## src/rtl/mul11x11_pkg.sv

```systemverilog
// Shared FPU definitions for the mantissa multiply/divide units.
package mul11x11_pkg;

  localparam int unsigned MW = 10;
  localparam logic HIDDEN = 1'b1;

  typedef enum logic [1:0] {
    IDLE = 2'd0,
    RUN  = 2'd1,
    DONE = 2'd2
  } state_t;

endpackage

```

## src/rtl/mul11x11.sv

```systemverilog
// Sequential shift-add mantissa multiplier: (1.f1) x (1.f2), one multiplier bit per cycle,
// returning a normalized MW+1 bit mantissa plus a normalize flag for the exponent logic.
module mul11x11 #(
  parameter int unsigned MW = mul11x11_pkg::MW
) (
  input  logic          clk,
  input  logic          reset,
  input  logic          st,
  input  logic [MW-1:0] f1,
  input  logic [MW-1:0] f2,
  output logic          done,
  output logic [MW:0]   f,
  output logic          norm
);
  import mul11x11_pkg::*;

  localparam int unsigned AW = 2*MW + 3;
  localparam int unsigned CW = $clog2(MW + 2);

  state_t        state;
  logic [CW-1:0] count;
  logic [AW-1:0] acc;
  logic [MW:0]   mcand;
  logic          done_q;

  logic [MW+1:0] hi_sum;
  logic [AW-1:0] acc_step;

  // Upper MW+2 bits accumulate partial products with the carry kept,
  // lower MW+1 bits hold the multiplier and shift out as they are consumed.
  always_comb begin
    hi_sum   = acc[AW-1:MW+1] + (acc[0] ? {1'b0, mcand} : '0);
    acc_step = {1'b0, hi_sum, acc[MW:1]};
  end

  always_ff @(posedge clk or posedge reset) begin
    if (reset) begin
      state  <= IDLE;
      count  <= '0;
      acc    <= '0;
      mcand  <= '0;
      done_q <= 1'b0;
    end else begin
      case (state)
        IDLE: begin
          if (st) begin
            mcand <= {HIDDEN, f1};
            acc   <= {{(MW+1){1'b0}}, HIDDEN, f2};
            count <= '0;
            state <= RUN;
          end
        end
        RUN: begin
          acc   <= acc_step;
          count <= count + CW'(1);
          if (count == CW'(MW)) begin
            state  <= DONE;
            done_q <= 1'b1;
          end
        end
        DONE: begin
          if (st) begin
            state  <= IDLE;
            done_q <= 1'b0;
          end
        end
        default: begin
          state  <= IDLE;
          done_q <= 1'b0;
        end
      endcase
    end
  end

  assign done = done_q;

  always_comb begin
    f    = '0;
    norm = 1'b0;
    if (state == DONE) begin
      norm = acc[2*MW+1];
      f    = acc[2*MW+1] ? acc[2*MW+1:MW+1] : acc[2*MW:MW];
    end
  end

endmodule
```

## config.mk

```make
export PLATFORM = sky130hd
export DESIGN_NAME = mul11x11
export DESIGN_NICKNAME = d
export VERILOG_FILES = /design/src/rtl/mul11x11_pkg.sv /design/src/rtl/mul11x11.sv
export SDC_FILE = /design/constraint.sdc
export NUM_CORES = 1
export LEC_CHECK = 0
export BUFFER_PORTS_ARGS = -buffer_cell sky130_fd_sc_hd__clkbuf_2
export CELL_PAD_IN_SITES_DETAIL_PLACEMENT = 0
export CELL_PAD_IN_SITES_GLOBAL_PLACEMENT = 1
export CORE_MARGIN = 2
export CORE_UTILIZATION = 43
export DETAILED_ROUTE_END_ITERATION = 16
export GPL_TIMING_DRIVEN = 0
export PLACE_DENSITY_LB_ADDON = 0.1
export SYNTH_ARGS = -nofsm -noshare
export SYNTH_HDL_FRONTEND = slang
export SYNTH_SLANG_ARGS = --single-unit
```

## constraint.sdc

```tcl
create_clock -name clk -period 2.7 [get_ports clk]
set_clock_uncertainty 0.05 [all_clocks]
set_input_delay 0.675 -clock clk [delete_from_list [all_inputs] [get_ports clk]]
set_output_delay 0.675 -clock clk [all_outputs]
set_load 0.005 [all_outputs]
```

==> reports/results.txt, run 1 <==
Postcts setup bufs -> 0
Most common cell in the netlist -> dfrtp_1
Pin count of the biggest net entering global routing -> 41
Iter 0 DRT Violations -> 140
Synthesized cell area -> 0.00235 mm2
Synth unique cells -> 39
CTS tree -> done
Hold WC Path Type -> reg -> reg
Seq/Total Area, Yosys -> 42.6%
CP required -> 2.83 ns
Post-synth top cells -> 40 x dfrtp_1, 28 x nand2_1, 24 x o21ai_0
DRC violations left -> 0
Syn_nets -> 283
Seq cells post-synth -> 40
Final Max Tran Viols -> 0
Die Span X -> 78.0 um
Final Cycle Share -> 91.7%
Post-Route WL -> 4900 um
Async set-reset flop share out of synthesis -> 100%
Top FF cell, synth -> dfrtp_1
Clock sinks -> 40
Clock Pin Slew Worst Setup and Hold Paths -> 0.08 ns
Hold path startpoint -> mcand[10]
Slew @ Worst Pin -> 0.836 ns
Total CTS buffers -> 5
Number of global-route vias before repair -> 1807
Worst Hold Depth -> 1
DRT antenna net count -> 0
Synth-to-Final Area Change -> 15.0%
Io pins -> 36
Core area -> 0.00520 mm2
Pre-antenna DRT Iters -> 4
Port Buffers -> 35
Worst slew margin -> 44.2%
Initial antenna violation count -> 0
Die area -> 0.00608 mm2
Reg2reg path depth -> 8
Post-layout minimum cycle time -> 2.48 ns
Detailed-route via count -> 1838
EDFF count, synth -> 0
CP startpoint kind -> flop
Wire per inst -> 13.7 um
Power Dens Cells -> 1150 mW/mm2
Gr ovfl total -> 0
Max_cap viols -> 0
Clock Tree Buf Depth -> 2
Setup TNS -> 0 ns
WHS Endpoint -> mcand[10]
Synth warnings -> 0
Final setup fails -> 0
Initial core utilization -> 45.2%
Main area contributors after synthesis -> dfrtp_1 43%, ha_1 6.9%, mux2_2 5.3%
Worst skew pair latency -> 0.29 ns
Critical Path End Type -> flop
CTS root buf -> clkbuf_8
Cts repair resizes -> 0
# H-tree levels -> 2
Global-route wire length before repair -> 8850 um
Detail Placement HPWL -> 3700 um
Critical path arrival -> 2.61 ns
Hold Buf Count CTS -> 0
Crit-path max FO -> 12
RSZ-0062 raised after global routing -> no
Cell taking the most area after synthesis -> dfrtp_1
GPL Wtd Cong -> 0.771
Die height -> 78.0 um
FF-to-FF Start -> acc[0]
VDD IR-drop max -> 0.552 mV
Vias/cell -> 5.13
Share of post-route cells with drive strength above 1 -> 22.9%
Synthesized instance count -> 246
FF-to-FF setup slack -> 0.22 ns
Final Hold Fails -> 0
Avg Inst Size Synth -> 9.56 um2
Rows -> 26
Synth top area share -> 42.6%
ANT cells -> 0
Fmax -> 0.404 GHz
Final-stage net count -> 324
RR Endpoint -> acc[20]
Status -> finished clean
Leak -> 1.27 nW
Worst slack, placed -> 0.108 ns
Setup ws final -> 0.225 ns
Crit path kind -> reg -> reg
Total track usage -> 18.5%
==> metrics by stage <==
step | hold slack (ns) | instances | utilization [%] | instance area [um2] | total power [mW]
2_1_floorplan | 0.381 | 246 | - | 2350 | 2.34
3_3_place_gp | 0.395 | 351 | 50.2 | 2620 | 2.70
3_5_place_dp | 0.397 | 351 | 50.2 | 2620 | 2.73
4_1_cts | 0.415 | 359 | 52.0 | 2710 | 3.15
5_1_grt | 0.463 | 358 | 52.0 | 2710 | 3.44
6_report | 0.411 | 358 | 52.0 | 2710 | 3.11
==> power breakdown <==
group	switching [mW]	internal, mW	total (mW)	leakage (nW)
combinational	0.819	0.732	1.55	0.740
clock	0.206	0.204	0.410	0.0510
sequential	0.246	0.908	1.15	0.483
==> area by class of cell <==
type | count | area (um2)
inverter | 5 | 18.8
fill | 506 | 2500
clock inverter | 2 | 10.0
clock buffer | 6 | 82.6
timing repair buffer | 35 | 175
tap | 70 | 87.6
sequential | 40 | 1000
buffer | 13 | 53.8
multi-input combinational | 187 | 1280
==> worst max path at each step <==
stage	from	endpoint	depth (start not counted)
after CTS	acc[0]	acc[20]	9
final	acc[0]	acc[20]	8
after floorplan	acc[0]	acc[18]	9
after detailed placement	acc[0]	acc[18]	9
after global routing	acc[0]	acc[18]	8
after global placement	acc[0]	acc[20]	9
==> cells by family after synthesis <==
logic type	count (synthesis)	share of synthesized area, %
buf+inv	19	3.19
fa+ha+maj	14	7.77
mux	21	9.52
flops	40	42.6
xor+xnor	5	1.86
compound gates	65	16.9
simple gates	82	18.2
==> layout by cell type (no fill, tap or decap), types with 4 or more instances in the layout <==
cell type | Yosys | final
and2_1 | 11 | 11
clkbuf_1 | 11 | 9
o21ai_0 | 24 | 24
inv_1 | 5 | 4
a21oi_1 | 21 | 21
nand2_1 | 28 | 28
mux2i_1 | 10 | 10
clkbuf_2 | 0 | 36
and3b_1 | 10 | 10
clkbuf_8 | 0 | 6
dfrtp_1 | 40 | 40
nor2_1 | 17 | 17
ha_1 | 13 | 13
mux2_2 | 11 | 11
==> state kept, by name, indices dropped and copies added, names as in the netlist <==
signal  flops
count       4
done        1
mcand      11
state       2
acc        22
==> worst max-delay path, stage by stage, from the launching register on <==
cell	delay [ns]
dfrtp_1	0.47
and2_1	0.18
ha_1	0.20
fa_1	0.40
a21o_2	0.22
nand4_1	0.16
a21oi_1	0.11
or3_1	0.35
a32o_1	0.25
==> routing by layer <==
| layer | up-vias | global-route usage (%) | part of all wire (%) |
|---|---|---|---|
| met1 | 843 | 28.3 | 54 |
| met2 | 42 | 26.4 | 41 |
| met4 | 0 | 5.79 | 0.94 |
| met5 | - | 0 | 0 |
| met3 | 4 | 3.49 | 4.1 |
| li1 | 949 | - | - |
No activity file was read; power rests on OpenSTA's default activity.
==> run 2: changes to the inputs <==
--- a/config.mk
+++ b/config.mk
@@ -13,6 +13,7 @@
 export DETAILED_ROUTE_END_ITERATION = 16
 export GPL_TIMING_DRIVEN = 0
 export PLACE_DENSITY_LB_ADDON = 0.1
+export REMOVE_ABC_BUFFERS = 1
 export SYNTH_ARGS = -nofsm -noshare
 export SYNTH_HDL_FRONTEND = slang
 export SYNTH_SLANG_ARGS = --single-unit
==> run 2 against run 1 <==
  * Clock power is 20% higher
  * Via count is 1.1% higher
  * Cell area is 1.0% lower
  * Global-route usage is 1.1 points lower
  * Register-to-register slack worse by 0.05 ns
  * Critical endpoint unchanged
  * Count of clock-buffer cells in the layout is 1 lower
  * Highest routed layer unchanged
  * Setup slack worse by 0.052 ns
  * First-iteration DRC count is 57% lower
  * Utilization is 0.53 points lower
  * Largest cell class unchanged
  * Critical path type unchanged
==> reports/results.txt, run 2 (synthesis gave the netlist of run 1 again) <==
Initial core utilization -> 45.2% (unchanged)
Power Dens Cells -> 1170 mW/mm2 (+2.0%)
Reg2reg path depth -> 8 (unchanged)
Synth-to-Final Area Change -> 13.8%
Clock Pin Slew Worst Setup and Hold Paths -> 0.08 ns (about the same)
# H-tree levels -> 2 (unchanged)
Worst skew pair latency -> 0.30 ns (about the same)
Crit path kind -> reg -> reg
Pre-antenna DRT Iters -> 4 (unchanged)
Int Power -> 1.89 mW (+2.4%)
Post-Route WL -> 4930 um (+0.61%)
Global-route wire length before repair -> 8420 um (-4.8%)
Initial antenna violation count -> 0 (unchanged)
Core area -> 0.00520 mm2 (unchanged)
Critical path arrival -> 2.67 ns (+0.06 ns)
Setup ws final -> 0.173 ns (-0.0520 ns)
CP max-delay cell -> dfrtp_2
CP startpoint kind -> flop
Final Hold Fails -> 0 (unchanged)
Die Span X -> 78.0 um (unchanged)
Switch share -> 39.9% (-0.85 points)
Worst slew margin -> 20.9% (-23 points)
CTS root buf -> clkbuf_8
Rows -> 26 (unchanged)
Largest Register -> acc
Hold Buf Count CTS -> 0 (unchanged)
FF-to-FF Start -> acc[0]
Iter 0 DRT Violations -> 60 (-57%)
Max FFs per register -> 22 (unchanged)
Met3 WL post-DR -> 160 um (-21%)
Slew @ Worst Pin -> 1.19 ns (+0.350 ns)
Postcts setup bufs -> 0 (unchanged)
Gr ovfl total -> 0 (unchanged)
Detail Placement HPWL -> 3440 um (-6.8%)
WHS Endpoint -> mcand[10]
Hold path startpoint -> mcand[10]
Status -> finished clean
Combinational power share -> 45.1% (-4.7 points)
DRT met1 WL -> 2420 um (-8.1%)
Total track usage -> 17.4% (-1.1 points)
Max_cap viols -> 0 (unchanged)
Io pins -> 36 (unchanged)
Cts repair resizes -> 0 (unchanged)
Switch Pwr -> 1.26 mW (-1.1%)
Final Cycle Share -> 93.6% (+1.9 points)
Crit-path max FO -> 12 (unchanged)
DRT antenna net count -> 0 (unchanged)
Wire per inst -> 14.3 um (+4.4%)
Clock sinks -> 40 (unchanged)
Final core utilization -> 51.4% (-0.53 points)
Die height -> 78.0 um (unchanged)
Clock Tree Buf Depth -> 2 (unchanged)
Clock share of power -> 15.7% (+2.5 points)
RSZ-0062 raised after global routing -> no
Leak -> 1.25 nW (-2.0%)
Final instance area -> 0.00268 mm2 (-1.0%)
Top Family by Delay on Critical Path -> simple AND/OR/NAND/NOR gates
Post-layout minimum cycle time -> 2.53 ns (+0.0520 ns)
Port Buffers -> 35 (unchanged)
FF-to-FF setup slack -> 0.17 ns (-0.05 ns)
Detailed-route via count -> 1858 (+1.1%)
Total CTS buffers -> 5 (unchanged)
Worst Hold Depth -> 1 (unchanged)
Worst slack, placed -> 0.126 ns (+0.0183 ns)
RR Endpoint -> acc[20]
Commonest non-fill, non-tap cell in the layout -> dfrtp_1
Share of post-route cells with drive strength above 1 -> 23.6% (+0.72 points)
Final-stage net count -> 311 (-4.0%)
DRC violations left -> 0 (unchanged)
VDD IR-drop max -> 0.474 mV (-14%)
Hold WC Path Type -> reg -> reg
CP required -> 2.84 ns (about the same)
Pin count of the biggest net entering global routing -> 41 (unchanged)
Critical Path End Type -> flop
Final setup fails -> 0 (unchanged)
Number of global-route vias before repair -> 1806 (-0.055%)
Final Max Tran Viols -> 0 (unchanged)
Met2 WL -> 2290 um (+14%)
Cell Chain, Critical Path -> and2_1, ha_1, fa_1, a21o_2, nand4_1, a21oi_1, or3_1, a32o_1
Crit-path max cell delay -> 0.50 ns (+0.03 ns)
ANT cells -> 0 (unchanged)
Most frequent cells in the layout -> 38 x dfrtp_1, 35 x clkbuf_2, 28 x nand2_1
CTS tree -> done
Vias/cell -> 5.39 (+4.9%)
Area after DPL -> 0.00256 mm2 (-2.0%)
Worst path buffer plus inverter count -> 0 (unchanged)
Fmax -> 0.396 GHz (-2.1%)
Sequential cell fraction of total power -> 39.2% (+2.1 points)
GPL Wtd Cong -> 0.832 (+7.8%)
Max layer used -> met4
Top Registers -> acc (22), mcand (11), count (4)
Die area -> 0.00608 mm2 (unchanged)
## run 2: cell type report
type	count	area (um2)
Clock buffer	5	68.8
Clock inverter	3	42.5
Fill cell	525	2530
Inverter	5	18.8
Multi-Input combinational cell	187	1280
Sequential cell	40	1000
Tap cell	70	87.6
Timing Repair Buffer	35	175
## run 2: power groups by stage
| stage | clock network [mW] | registers (mW) | logic, mW |
|---|---|---|---|
| global placement | 0 | 1.23 | 1.40 |
| floorplan | 0 | 1.14 | 1.16 |
| detailed placement | 0 | 1.24 | 1.43 |
| finish | 0.493 | 1.23 | 1.42 |
| global route | 0.529 | 1.30 | 1.62 |
| CTS | 0.510 | 1.23 | 1.44 |
## run 2: routing by layer
metal	global-route usage (%)	vias to the layer above
met5	0	-
met4	4.74	0
met3	3.84	7
met2	28.4	30
met1	23.5	903
li1	-	918
## run 2: how the worst max path moves through the flow
stage                     startpoint  endpoint  slack, ns  depth (start not counted)
after floorplan               acc[0]   acc[18]       0.41                          8
after global placement            st  mcand[2]      -0.20                          3
after global routing        state[1]      f[4]       0.04                          3
final                         acc[0]   acc[20]       0.17                          8
after CTS                   state[0]      f[6]       0.03                          3
after detailed placement      acc[0]   acc[20]       0.13                          8
## run 2: per-stage QoR
step	cells	hold WS (ns)	power [mW]	setup TNS, ns
after floorplan	232	0.381	2.29	0
after global placement	337	0.400	2.63	-2.03
after detailed placement	337	0.403	2.67	0
after CTS	345	0.420	3.18	0
after global routing	345	0.447	3.44	0
final	345	0.412	3.15	0
==> run 3: changes to the inputs <==
--- a/config.mk
+++ b/config.mk
@@ -10,6 +10,7 @@
 export CELL_PAD_IN_SITES_GLOBAL_PLACEMENT = 1
 export CORE_MARGIN = 2
 export CORE_UTILIZATION = 43
+export CTS_CLUSTER_DIAMETER = 30
 export DETAILED_ROUTE_END_ITERATION = 16
 export GPL_TIMING_DRIVEN = 0
 export PLACE_DENSITY_LB_ADDON = 0.1
==> constraint.sdc (replaced) <==
create_clock -name clk -period 2.7 [get_ports clk]
set_clock_uncertainty 0.05 [all_clocks]
set_input_delay 0.675 -clock clk [delete_from_list [all_inputs] [get_ports clk]]
set_output_delay 0.675 -clock clk [all_outputs]
set_load 0.1 [all_outputs]
==> run 3 against run 2 <==
  * Sequential power about the same
  * Combinational power increased by 6%
  * Power up 2.5%
  * Worst hold slack is essentially flat
  * Wire length increased by 0.20%
  * Count of clock-buffer cells in the layout unchanged
  * Die area stayed put
  * Critical endpoint unchanged
  * Global-route usage increased by 0.074 points
  * Cell count stayed put
  * Cell area up 1.2%
  * Critical path depth unchanged
==> reports/results.txt, run 3 (synthesis gave the netlist of run 1 again) <==
Status -> finished clean
CP startpoint kind -> flop
Die Span X -> 78.0 um (unchanged)
Die area -> 0.00608 mm2 (unchanged)
Global-route wire length before repair -> 8460 um (+0.49%)
Iter 0 DRT Violations -> 58 (-3.3%)
Setup ws final -> 0.174 ns (+0.00104 ns)
Die height -> 78.0 um (unchanged)
Setup TNS -> 0 ns (unchanged)
CP required -> 2.84 ns (about the same)
Detailed-route via count -> 1858 (unchanged)
Max_cap viols -> 0 (unchanged)
Io pins -> 36 (unchanged)
Slew @ Worst Pin -> 1.18 ns (-0.000922 ns)
Post-Route WL -> 4940 um (+0.20%)
Clock Pin Slew Worst Setup and Hold Paths -> 0.08 ns (about the same)
DRC violations left -> 0 (unchanged)
Wire per inst -> 14.3 um (+0.20%)
Hold WC Path Type -> reg -> reg
Worst slack, placed -> 0.0871 ns (-0.0393 ns)
Share of post-route cells with drive strength above 1 -> 24.0% (+0.36 points)
Most frequent cells in the layout -> 38 x dfrtp_1, 28 x nand2_1, 24 x o21ai_0
Overall power -> 3.22 mW (+2.5%)
Core area -> 0.00520 mm2 (unchanged)
Vias/cell -> 5.39 (unchanged)
Hold WS -> 0.413 ns (+0.0000790 ns)
Final Cycle Share -> 93.6% (about the same)
Clock sinks -> 40 (unchanged)
CTS tree -> done
GPL Wtd Cong -> 0.832 (unchanged)
Final Hold Fails -> 0 (unchanged)
Number of global-route vias before repair -> 1821 (+0.83%)
Final instance area -> 0.00271 mm2 (+1.2%)
Clock Tree Buf Depth -> 2 (unchanged)
Critical Path End Type -> flop
Port Buffers -> 35 (unchanged)
Final Max Tran Viols -> 0 (unchanged)
Leak -> 1.25 nW (+0.31%)
Pin count of the biggest net entering global routing -> 41 (unchanged)
Worst slew margin -> 21.0% (+0.062 points)
Worst skew pair latency -> 0.30 ns (about the same)
Commonest non-fill, non-tap cell in the layout -> dfrtp_1
Crit path kind -> reg -> reg
Crit-path max FO -> 12 (unchanged)
DRT antenna net count -> 0 (unchanged)
Total track usage -> 17.5% (+0.074 points)
Final setup fails -> 0 (unchanged)
Total CTS buffers -> 5 (unchanged)
ANT cells -> 0 (unchanged)
Area after DPL -> 0.00256 mm2 (unchanged)
VDD IR-drop max -> 0.475 mV (+0.23%)
Fmax -> 0.396 GHz (about the same)
Synth-to-Final Area Change -> 15.2%
Initial core utilization -> 45.2% (unchanged)
Critical path arrival -> 2.67 ns (about the same)
Pre-antenna DRT Iters -> 4 (unchanged)
# H-tree levels -> 2 (unchanged)
RSZ-0062 raised after global routing -> no
Detail Placement HPWL -> 3440 um (unchanged)
Hold Buf Count CTS -> 0 (unchanged)
Rows -> 26 (unchanged)
Initial antenna violation count -> 0 (unchanged)
Largest Register -> acc
Postcts setup bufs -> 0 (unchanged)
CTS root buf -> clkbuf_8
Top Registers -> acc (22), mcand (11), count (4)
Power Dens Cells -> 1190 mW/mm2 (+1.3%)
Final-stage net count -> 311 (unchanged)
Post-layout minimum cycle time -> 2.53 ns (-0.00104 ns)
Gr ovfl total -> 0 (unchanged)
Max FFs per register -> 22 (unchanged)
## run 3: worst max-delay path, stage by stage (launching register included)
cell and delay (ns):
dfrtp_2 0.50, and2_1 0.18, ha_1 0.20, fa_1 0.41
a21o_2 0.22, nand4_1 0.15, a21oi_1 0.11, or3_1 0.36
a32o_1 0.25
## run 3: final timing paths
| check | startpoint | endpoint | slack, ns | cells past startpoint |
|---|---|---|---|---|
| setup / recovery | acc[0] | acc[20] | 0.17 | 8 |
| hold / removal | mcand[10] | mcand[10] | 0.41 | 1 |
| setup reg to reg | acc[0] | acc[20] | 0.17 | 8 |
| hold reg to reg | mcand[10] | mcand[10] | 0.41 | 1 |
| max in group asynchronous | reset | acc[0] | 1.53 | 2 |
| min in group asynchronous | reset | count[1] | 0.47 | 2 |
## run 3: cell type report
| cell class | count | area [um2] |
|---|---|---|
| repair buffers | 35 | 205 |
| inverters | 5 | 18.8 |
| flip-flops and latches | 40 | 1000 |
| fillers | 523 | 2490 |
| clock buffers | 5 | 68.8 |
| multi-input cells | 187 | 1280 |
| well taps | 70 | 87.6 |
| clock inverters | 3 | 42.5 |
## run 3: power breakdown
group	internal, mW	switching, mW	total (mW)	leakage (nW)
Sequential	0.909	0.324	1.23	0.481
Combinational	0.709	0.788	1.50	0.717
Clock	0.274	0.220	0.494	0.0541
## run 3: through the flow
| stage | instances | util, % |
|---|---|---|
| 2_1_floorplan | 232 | - |
| 3_3_place_gp | 337 | 49.2 |
| 3_5_place_dp | 337 | 49.3 |
| 4_1_cts | 345 | 52.0 |
| 5_1_grt | 345 | 52.1 |
| 6_report | 345 | 52.1 |
## run 3: timing repair
| action | CTS | global route |
|---|---|---|
| pin swaps | 0 | 0 |
| setup endpoints to repair | 12 | 1 |
| gates resized for setup | 14 | 1 |
## run 3: metal layers
| layer | part of all wire, % | up-vias | GRT usage [%] |
|---|---|---|---|
| met3 | 3.4 | 7 | 3.84 |
| met4 | 1.2 | 0 | 4.74 |
| met1 | 49 | 898 | 23.5 |
| met5 | 0 | - | 0 |
| li1 | - | 919 | - |
| met2 | 46 | 34 | 28.7 |
